## src/rtl/mem_pkg.sv

```systemverilog
// Shared types and default widths for the memory request unit.
package mem_pkg;
  localparam int MEM_ADDR_W = 32;
  localparam int MEM_DATA_W = 32;

  typedef enum logic [1:0] {
    IDLE = 2'd0,
    IACC = 2'd1,
    DACC = 2'd2,
    RESP = 2'd3
  } state_e;
endpackage

```

## src/rtl/mem_request_unit_if.sv

```systemverilog
// Requester/RAM bus of the memory request unit; slave = the unit, master = its environment.
interface mem_request_unit_if
  #(parameter int ADDR_W = mem_pkg::MEM_ADDR_W,
    parameter int DATA_W = mem_pkg::MEM_DATA_W);
  logic              imem_ren;
  logic [ADDR_W-1:0] imem_addr;
  logic [DATA_W-1:0] imem_load;
  logic              i_ready;
  logic              dmem_ren;
  logic              dmem_wen;
  logic [ADDR_W-1:0] dmem_addr;
  logic [DATA_W-1:0] dmem_store;
  logic [DATA_W-1:0] dmem_load;
  logic              d_ready;
  logic              ram_ren;
  logic              ram_wen;
  logic [ADDR_W-1:0] ram_addr;
  logic [DATA_W-1:0] ram_store;
  logic [DATA_W-1:0] ram_load;
  logic              ram_busy;

  modport slave (
    input  imem_ren, imem_addr, dmem_ren, dmem_wen, dmem_addr, dmem_store,
           ram_load, ram_busy,
    output imem_load, i_ready, dmem_load, d_ready,
           ram_ren, ram_wen, ram_addr, ram_store
  );

  modport master (
    output imem_ren, imem_addr, dmem_ren, dmem_wen, dmem_addr, dmem_store,
           ram_load, ram_busy,
    input  imem_load, i_ready, dmem_load, d_ready,
           ram_ren, ram_wen, ram_addr, ram_store
  );
endinterface

```

## src/rtl/instr_buffer.sv

```systemverilog
// One-entry instruction buffer (valid, address, data); only exists when INSTR_BUFFER_EN is defined.
`ifdef INSTR_BUFFER_EN
module instr_buffer #(
  parameter int ADDR_W = 32,
  parameter int DATA_W = 32
) (
  input  logic              clk,
  input  logic              nRST,
  input  logic              fill_i,
  input  logic [ADDR_W-1:0] fill_addr_i,
  input  logic [DATA_W-1:0] fill_data_i,
  input  logic              inv_i,
  input  logic [ADDR_W-1:0] inv_addr_i,
  input  logic [ADDR_W-1:0] lookup_addr_i,
  output logic              hit_o,
  output logic [DATA_W-1:0] data_o
);
  logic              valid_q;
  logic [ADDR_W-1:0] addr_q;
  logic [DATA_W-1:0] data_q;

  always_ff @(posedge clk or negedge nRST) begin
    if (!nRST) begin
      valid_q <= 1'b0;
      addr_q  <= '0;
      data_q  <= '0;
    end else if (fill_i) begin
      valid_q <= 1'b1;
      addr_q  <= fill_addr_i;
      data_q  <= fill_data_i;
    end else if (inv_i && inv_addr_i == addr_q) begin
      valid_q <= 1'b0;
    end
  end

  assign hit_o  = valid_q && (lookup_addr_i == addr_q);
  assign data_o = data_q;
endmodule
`endif

```

## src/rtl/mem_request_unit.sv

```systemverilog
// Arbitrates instruction fetches and data accesses onto one RAM port (data first).
// Define INSTR_BUFFER_EN to add a one-entry instruction buffer that short-cuts repeated fetches.
module mem_request_unit
  import mem_pkg::*;
#(
  parameter int ADDR_W = MEM_ADDR_W,
  parameter int DATA_W = MEM_DATA_W
) (
  input  logic              clk,
  input  logic              nRST,
  mem_request_unit_if.slave bus
);
  state_e            state_q;
  logic [ADDR_W-1:0] addr_q;
  logic [DATA_W-1:0] store_q;
  logic              ren_q, wen_q;
  logic [DATA_W-1:0] iload_q, dload_q;
  logic              irdy_q, drdy_q;

  logic              dreq;
  logic              hit;
  logic [DATA_W-1:0] hit_data;

  assign dreq = bus.dmem_ren | bus.dmem_wen;

`ifdef INSTR_BUFFER_EN
  instr_buffer #(.ADDR_W(ADDR_W), .DATA_W(DATA_W)) u_ibuf (
    .clk          (clk),
    .nRST         (nRST),
    .fill_i       (state_q == IACC && !bus.ram_busy),
    .fill_addr_i  (addr_q),
    .fill_data_i  (bus.ram_load),
    .inv_i        (state_q == DACC && !bus.ram_busy && wen_q),
    .inv_addr_i   (addr_q),
    .lookup_addr_i(bus.imem_addr),
    .hit_o        (hit),
    .data_o       (hit_data)
  );
`else
  assign hit      = 1'b0;
  assign hit_data = '0;
`endif

  // Strobes are registers cleared by the async reset, so an aborted access drops them at once.
  always_ff @(posedge clk or negedge nRST) begin
    if (!nRST) begin
      state_q <= IDLE;
      addr_q  <= '0;
      store_q <= '0;
      ren_q   <= 1'b0;
      wen_q   <= 1'b0;
      iload_q <= '0;
      dload_q <= '0;
      irdy_q  <= 1'b0;
      drdy_q  <= 1'b0;
    end else begin
      case (state_q)
        IDLE: begin
          if (dreq) begin
            addr_q  <= bus.dmem_addr;
            store_q <= bus.dmem_store;
            wen_q   <= bus.dmem_wen;
            ren_q   <= ~bus.dmem_wen;   // write wins when both are requested
            state_q <= DACC;
          end else if (bus.imem_ren && hit) begin
            addr_q  <= bus.imem_addr;
            iload_q <= hit_data;
            irdy_q  <= 1'b1;
            state_q <= RESP;
          end else if (bus.imem_ren) begin
            addr_q  <= bus.imem_addr;
            store_q <= '0;
            ren_q   <= 1'b1;
            state_q <= IACC;
          end
        end
        IACC: begin
          if (!bus.ram_busy) begin
            iload_q <= bus.ram_load;
            ren_q   <= 1'b0;
            irdy_q  <= 1'b1;
            state_q <= RESP;
          end
        end
        DACC: begin
          if (!bus.ram_busy) begin
            if (ren_q) dload_q <= bus.ram_load;
            ren_q   <= 1'b0;
            wen_q   <= 1'b0;
            drdy_q  <= 1'b1;
            state_q <= RESP;
          end
        end
        RESP: begin
          irdy_q  <= 1'b0;
          drdy_q  <= 1'b0;
          state_q <= IDLE;
        end
        default: state_q <= IDLE;
      endcase
    end
  end

  assign bus.ram_ren   = ren_q;
  assign bus.ram_wen   = wen_q;
  assign bus.ram_addr  = addr_q;
  assign bus.ram_store = store_q;
  assign bus.imem_load = iload_q;
  assign bus.dmem_load = dload_q;
  assign bus.i_ready   = irdy_q;
  assign bus.d_ready   = drdy_q;
endmodule
```

## src/flat_wrapper.sv

```systemverilog
// flat-port wrapper written by rule: the top's interface ports become plain ports
module mem_request_unit_flat import mem_pkg::*;
#(
  parameter int ADDR_W = MEM_ADDR_W,
  parameter int DATA_W = MEM_DATA_W
)
  (clk, nRST, bus_imem_ren, bus_imem_addr, bus_dmem_ren, bus_dmem_wen, bus_dmem_addr, bus_dmem_store, bus_ram_load, bus_ram_busy, bus_imem_load, bus_i_ready, bus_dmem_load, bus_d_ready, bus_ram_ren, bus_ram_wen, bus_ram_addr, bus_ram_store);
  mem_request_unit_if #(.ADDR_W(ADDR_W), .DATA_W(DATA_W)) bus_i ();
  input  logic clk;
  input  logic nRST;
  input wire logic [$bits(bus_i.imem_ren)-1:0] bus_imem_ren;
  input wire logic [$bits(bus_i.imem_addr)-1:0] bus_imem_addr;
  input wire logic [$bits(bus_i.dmem_ren)-1:0] bus_dmem_ren;
  input wire logic [$bits(bus_i.dmem_wen)-1:0] bus_dmem_wen;
  input wire logic [$bits(bus_i.dmem_addr)-1:0] bus_dmem_addr;
  input wire logic [$bits(bus_i.dmem_store)-1:0] bus_dmem_store;
  input wire logic [$bits(bus_i.ram_load)-1:0] bus_ram_load;
  input wire logic [$bits(bus_i.ram_busy)-1:0] bus_ram_busy;
  output wire logic [$bits(bus_i.imem_load)-1:0] bus_imem_load;
  output wire logic [$bits(bus_i.i_ready)-1:0] bus_i_ready;
  output wire logic [$bits(bus_i.dmem_load)-1:0] bus_dmem_load;
  output wire logic [$bits(bus_i.d_ready)-1:0] bus_d_ready;
  output wire logic [$bits(bus_i.ram_ren)-1:0] bus_ram_ren;
  output wire logic [$bits(bus_i.ram_wen)-1:0] bus_ram_wen;
  output wire logic [$bits(bus_i.ram_addr)-1:0] bus_ram_addr;
  output wire logic [$bits(bus_i.ram_store)-1:0] bus_ram_store;
  assign bus_i.imem_ren = bus_imem_ren;
  assign bus_i.imem_addr = bus_imem_addr;
  assign bus_i.dmem_ren = bus_dmem_ren;
  assign bus_i.dmem_wen = bus_dmem_wen;
  assign bus_i.dmem_addr = bus_dmem_addr;
  assign bus_i.dmem_store = bus_dmem_store;
  assign bus_i.ram_load = bus_ram_load;
  assign bus_i.ram_busy = bus_ram_busy;
  assign bus_imem_load = bus_i.imem_load;
  assign bus_i_ready = bus_i.i_ready;
  assign bus_dmem_load = bus_i.dmem_load;
  assign bus_d_ready = bus_i.d_ready;
  assign bus_ram_ren = bus_i.ram_ren;
  assign bus_ram_wen = bus_i.ram_wen;
  assign bus_ram_addr = bus_i.ram_addr;
  assign bus_ram_store = bus_i.ram_store;
  mem_request_unit #(.ADDR_W(ADDR_W), .DATA_W(DATA_W)) u_core (.clk(clk), .nRST(nRST), .bus(bus_i));
endmodule
```

## config.mk

```make
export PLATFORM = sky130hd
export DESIGN_NAME = mem_request_unit_flat
export DESIGN_NICKNAME = d
export VERILOG_FILES = /design/src/rtl/mem_pkg.sv /design/src/rtl/mem_request_unit_if.sv /design/src/rtl/instr_buffer.sv /design/src/rtl/mem_request_unit.sv /design/src/flat_wrapper.sv
export SDC_FILE = /design/constraint.sdc
export NUM_CORES = 1
export LEC_CHECK = 0
export ABC_CLOCK_PERIOD_IN_PS = 2290
export CAP_MARGIN = 20
export CORE_AREA = 5 5 120 122
export CTS_CLUSTER_DIAMETER = 120
export DETAILED_ROUTE_END_ITERATION = 16
export DIE_AREA = 0 0 125 127
export DONT_BUFFER_PORTS = 1
export SKIP_CTS_REPAIR_TIMING = 1
export SLEW_MARGIN = 5
export SYNTH_ARGS = -nofsm -noshare
export SYNTH_HDL_FRONTEND = slang
export SYNTH_SLANG_ARGS = --single-unit
```

## constraint.sdc

```tcl
create_clock -name clk -period 2.29 [get_ports clk]
set_input_delay 0.458 -clock clk [delete_from_list [all_inputs] [get_ports clk]]
set_output_delay 0.458 -clock clk [all_outputs]
set_load 0.01 [all_outputs]
```

; ---- Word-level counts from Yosys, hierarchy flattened
; Cells that the tools add are included.
[totals]
reg_bits = 134
input_bits = 134
out_inout_bits = 132
wordCells = 52
[classes]
n_eq_ne = 8
muxes = 17
bitwise = 3
reduce_logical = 15
[ops]
columns = op, n
row1 = $mux W32, 4
row2 = $reduce_and A2 Y1, 5
row3 = $reduce_bool A2 Y1, 5
row4 = $reduce_and A3 Y1, 3
row5 = $pmux W1 S2, 4
row6 = $mux W2, 3
row7 = $ne A2 B2 Y1 const B, 3
row8 = $pmux W2 S3, 1
row9 = $mux W1, 5
row10 = $eq A2 B2 Y1 const B, 2
row11 = $ne A3 B2 Y1 const B, 1
row12 = $eq A2 B1 Y1 const B, 1
row13 = $logic_not A2 Y1, 1
row14 = $ne A2 B1 Y1 const B, 1
row15 = $not A1 Y1, 2
row16 = $reduce_or A2 Y1, 1
row17 = $or A1 B1 Y1, 1

; ---- Logic depth before layout (Yosys ltp)
[logic_depth]
word_depth = 4
depth_mapped = 7
depth_no_buf = 5

; ---- Worst setup path before layout
; No wires, ideal clock.
[synth_path]
path_type = reg-to-reg
from = register u_core.state_q[0]
to = register u_core.state_q[1]
setup_time_ps = 125
arrival_ps = 1519
t_required_ps = 2165
path_slack_ps = 647
stages_incl_launch_ff = 6
n_path_buf = 0
synth_period_minus_slack_ps = 1643
path_cell_list = dfrtp_1 > inv_1 > ha_1 > nor4b_1 > a21o_1 > mux2_2
[synth_via]
elab_chain_cells = 4
[synth_lines]
columns = element, line_no
row1 = start: declaration, mem_request_unit.sv:13  ; state_e state_q;
row2 = start signal: assignment, mem_request_unit.sv:47  ; state_q <= IDLE;
row3 = start signal: assignment, mem_request_unit.sv:64  ; state_q <= DACC;
row4 = start signal: assignment, mem_request_unit.sv:69  ; state_q <= RESP;
row5 = $eq A2 B1 Y1 / $eq A2 B2 Y1 (equally long branches), mem_request_unit.sv:57  ; case (state_q)
row6 = $reduce_or A2 Y1 (no source line), n/a
row7 = $ne A2 B2 Y1 (no source line), n/a
row8 = $reduce_and A2 Y1 (no source line), n/a
; Parallel ways exist; a longest one is shown, timed or not.
; A chain may end at the register's enable or synchronous reset.

; ---- Final worst setup path
; Same ends and word-level chain as after synthesis.

==> results.yml <==
drt:
  routed_via_density: 5.279
  first_iter_violations: 194
  ant_nets: 0
  route.detailed.drc: 0
  wire_per_inst_um: 21.36
  num_vias: 3030
  routed_wl_um: 12260
  firstDrtPassIters: 4
sta:
  hold_slack_ns: -0.2494
  finalHoldViolCount: 134
  finalCriticalPeriod_ns: 1.884
  relSlewSlack_pct: 71.60
  setup_viol: 0
  slew_violations: 0
  timing.fmax_mhz: 530.8
  final.setup.tns_ns: 0
  tightestPinTransition_ns: 0.4201
  fin_skew_ns: 0.01136
  rsz0062_at_grt: "false"
  finalCritPeriodShare_pct: 82.28
power:
  combPwrFrac_pct: 20.0
  p_seq_share_pct: 49.7
  p_sw_mw: 3.294
  finalPower_mw: 9.972
  powerDensity_nw_per_um2: 1607
  leakage_nw: 2.783
  power.internal_mw: 6.678
  peakVddDrop_uv: 524.8
  clkPwrFrac_pct: 30.3
  swShare_pct: 33.03
die:
  dieHeight_um: 127
  core-area_um2: 13090
  die_area_um2: 15880
  start_util_pct: 41.19
  fp.dieW_um: 125
  rows: 42
  ios: 266
critical_path:
  path_max_fanout: 5
  critPathCaptureType: "register"
  reg2regPathDepth: 5
  critical_path_class: "register to register"
  crit_path_top_delay_cell: "dfrtp_1"
  r2r_start: "u_core.state_q[0]"
  critPathArrivalTime_ns: 2.17
  path_buf_inv: 1
  path_cells: "inv_1 > ha_1 > nor4b_1 > a21o_1 > mux2_2"
  critPathLaunchType: "register"
  r2r-end: "u_core.state_q[1]"
  crit_required_ns: 2.57
  slowest_delay_ns: 0.40
  crit_family: "flip-flops"
  r2r_slack_ns: 0.41
grt:
  grt_use_met2_pct: 23.19
  grt_pass1_wl_um: 19150
  grt_use_met3_pct: 8.973
  grt_max_degree: 135
  antenna_found_initial: 0
  grt_pass1_vias: 3302
  grt.total_usage_pct: 15.27
  use_met1_pct: 17.88
  busiest_layer: "met2"
  grt-ovfl-total: 0
run_status:
  violations: "hold timing"
  outcome: "finished, violations left"
final_layout:
  final_util_pct: 47.43
  seq_area_um2: 3353
  layout-drive-gt1-share_pct: 26.38
  nets: 524
  stdcell_area_um2: 6206
  areaGrowthSynthToFinish_pct: 15.13
  fillerInstances: 1139
  diodes: 0
  multi_input_area_um2: 1869
yosys:
  syn-cell-area_um2: 5390
  synth.distinct_cells: 24
  synth_area_leaders: "dfrtp_1 62%, mux2_2 13%, mux2i_1 6.3%"
  ys.warnings.count: 0
  synthCells: 385
  syn_nets: 524
  yosys.area.top_type: "dfrtp_1"
  synth_top_area_share_pct: 62.21
  ys_ff_latch: 134
  synth_area_per_cell_um2: 14.00
  yosysSeqAreaShare_pct: 62.21
place:
  port_buffers: 0
  gp_congestion: 0.7552
  dpl-instance-area_um2: 5540
  hpwlAfterDp_um: 8934
clock_network:
  cts_tree: "built"
  cts.sinks: 134
  cts-buffers-inserted: 17
  cts.clk_slew.worst_paths_ns: 0.06
  clkLatencyLatePin_ns: 0.40
  cts_buffer_depth: 2
  htree_levels: 4
  cts-root-buf: "clkbuf_16"
hold_path:
  hold_path.class: "input pin to async pin"
flow_run:
  drv_cap: 0
-- placed cells by master (no fill, tap or decap), types with 2 or more instances in the layout --
master	synthesis	layout
dfrtp_1	134	134
mux2_2	64	64
nand2_1	35	35
a22o_1	35	35
mux2i_1	34	34
o21ai_0	27	27
clkbuf_16	0	17
o21ai_1	8	8
ha_1	5	5
bufinv_16	0	5
inv_1	4	4
clkbuf_8	0	3
clkinv_4	0	3
buf_12	0	3
buf_4	5	3
a21o_1	2	2
a21oi_1	2	2
clkinv_2	0	2
-- Yosys cell counts --
cell and n:
o21ai_1 8, dfrtp_1 134, nor2_8 1, nor2_1 1
nor2b_1 3, clkbuf_1 4, o21ai_0 27, inv_1 4
o41ai_1 1, nand3_1 1, buf_2 10, a21o_1 2
mux2_2 64, nor4b_1 1, mux2i_1 34, buf_4 5
o31ai_4 1, a22o_1 35, a21oi_1 2, nand2_1 35
ha_1 5, clkbuf_4 2, mux2_1 1, buf_6 4
-- area by class of cell --
type	count	area share, %
timing repair buffer	6	1.331
sequential	134	54.03
tap	176	3.548
clock inverter	11	3.145
inverter	4	0.2419
multi-input combinational	222	30.12
clock buffer	21	7.581
-- logic make-up (layout without fill, tap and decap cells) --
group / after synthesis / after routing / share of synthesized area [%]
simple gates: 42 / 42 / 3.482
fa+ha+maj: 5 / 5 / 1.161
buf+inv: 29 / 42 / 3.296
mux: 99 / 99 / 19.89
flops: 134 / 134 / 62.21
compound gates: 76 / 76 / 9.958
-- power by group through the flow --
stage / Combinational (mW) / Sequential (mW) / Clock, mW
final: 2.00 / 4.95 / 3.02
after floorplan: 1.81 / 4.64 / 0
after detailed placement: 2.06 / 5.01 / 0
after CTS: 2.03 / 4.99 / 3.11
after global routing: 2.26 / 5.11 / 3.21
after global placement: 1.93 / 5.01 / 0
-- worst max path at each step --
stage                      startpoint                 to  cells past startpoint  slack (ns)
floorplan           u_core.state_q[0]  u_core.state_q[1]                      5        0.65
global placement    u_core.state_q[0]  u_core.state_q[1]                      5        0.57
detailed placement  u_core.state_q[0]  u_core.state_q[1]                      5        0.40
CTS                 u_core.state_q[0]  u_core.state_q[1]                      5        0.39
global route        u_core.state_q[0]  u_core.state_q[1]                      5        0.24
finish              u_core.state_q[0]  u_core.state_q[1]                      5        0.41
-- state kept, by name, indices dropped and copies added, names as in the netlist --
name,count
u_core.bus.imem_load,32
u_core.bus.ram_store,32
u_core.bus.dmem_load,32
u_core.bus.ram_wen,1
u_core.bus.i_ready,1
u_core.bus.ram_ren,1
u_core.state_q,2
u_core.bus.ram_addr,32
u_core.bus.d_ready,1
-- stage by stage --
step	setup slack [ns]	instances
after floorplan	0.6467	385
after global placement	0.5701	542
after detailed placement	0.4005	542
after CTS	0.3878	574
after global routing	0.2360	574
final	0.4059	574
-- metal layers --
metal | share of wire (%) | up-vias
li1 | - | 1375
met4 | 2.2 | 0
met3 | 14 | 16
met1 | 38 | 1454
met2 | 46 | 185
met5 | 0 | -
(Power assumes the default switching activity.)
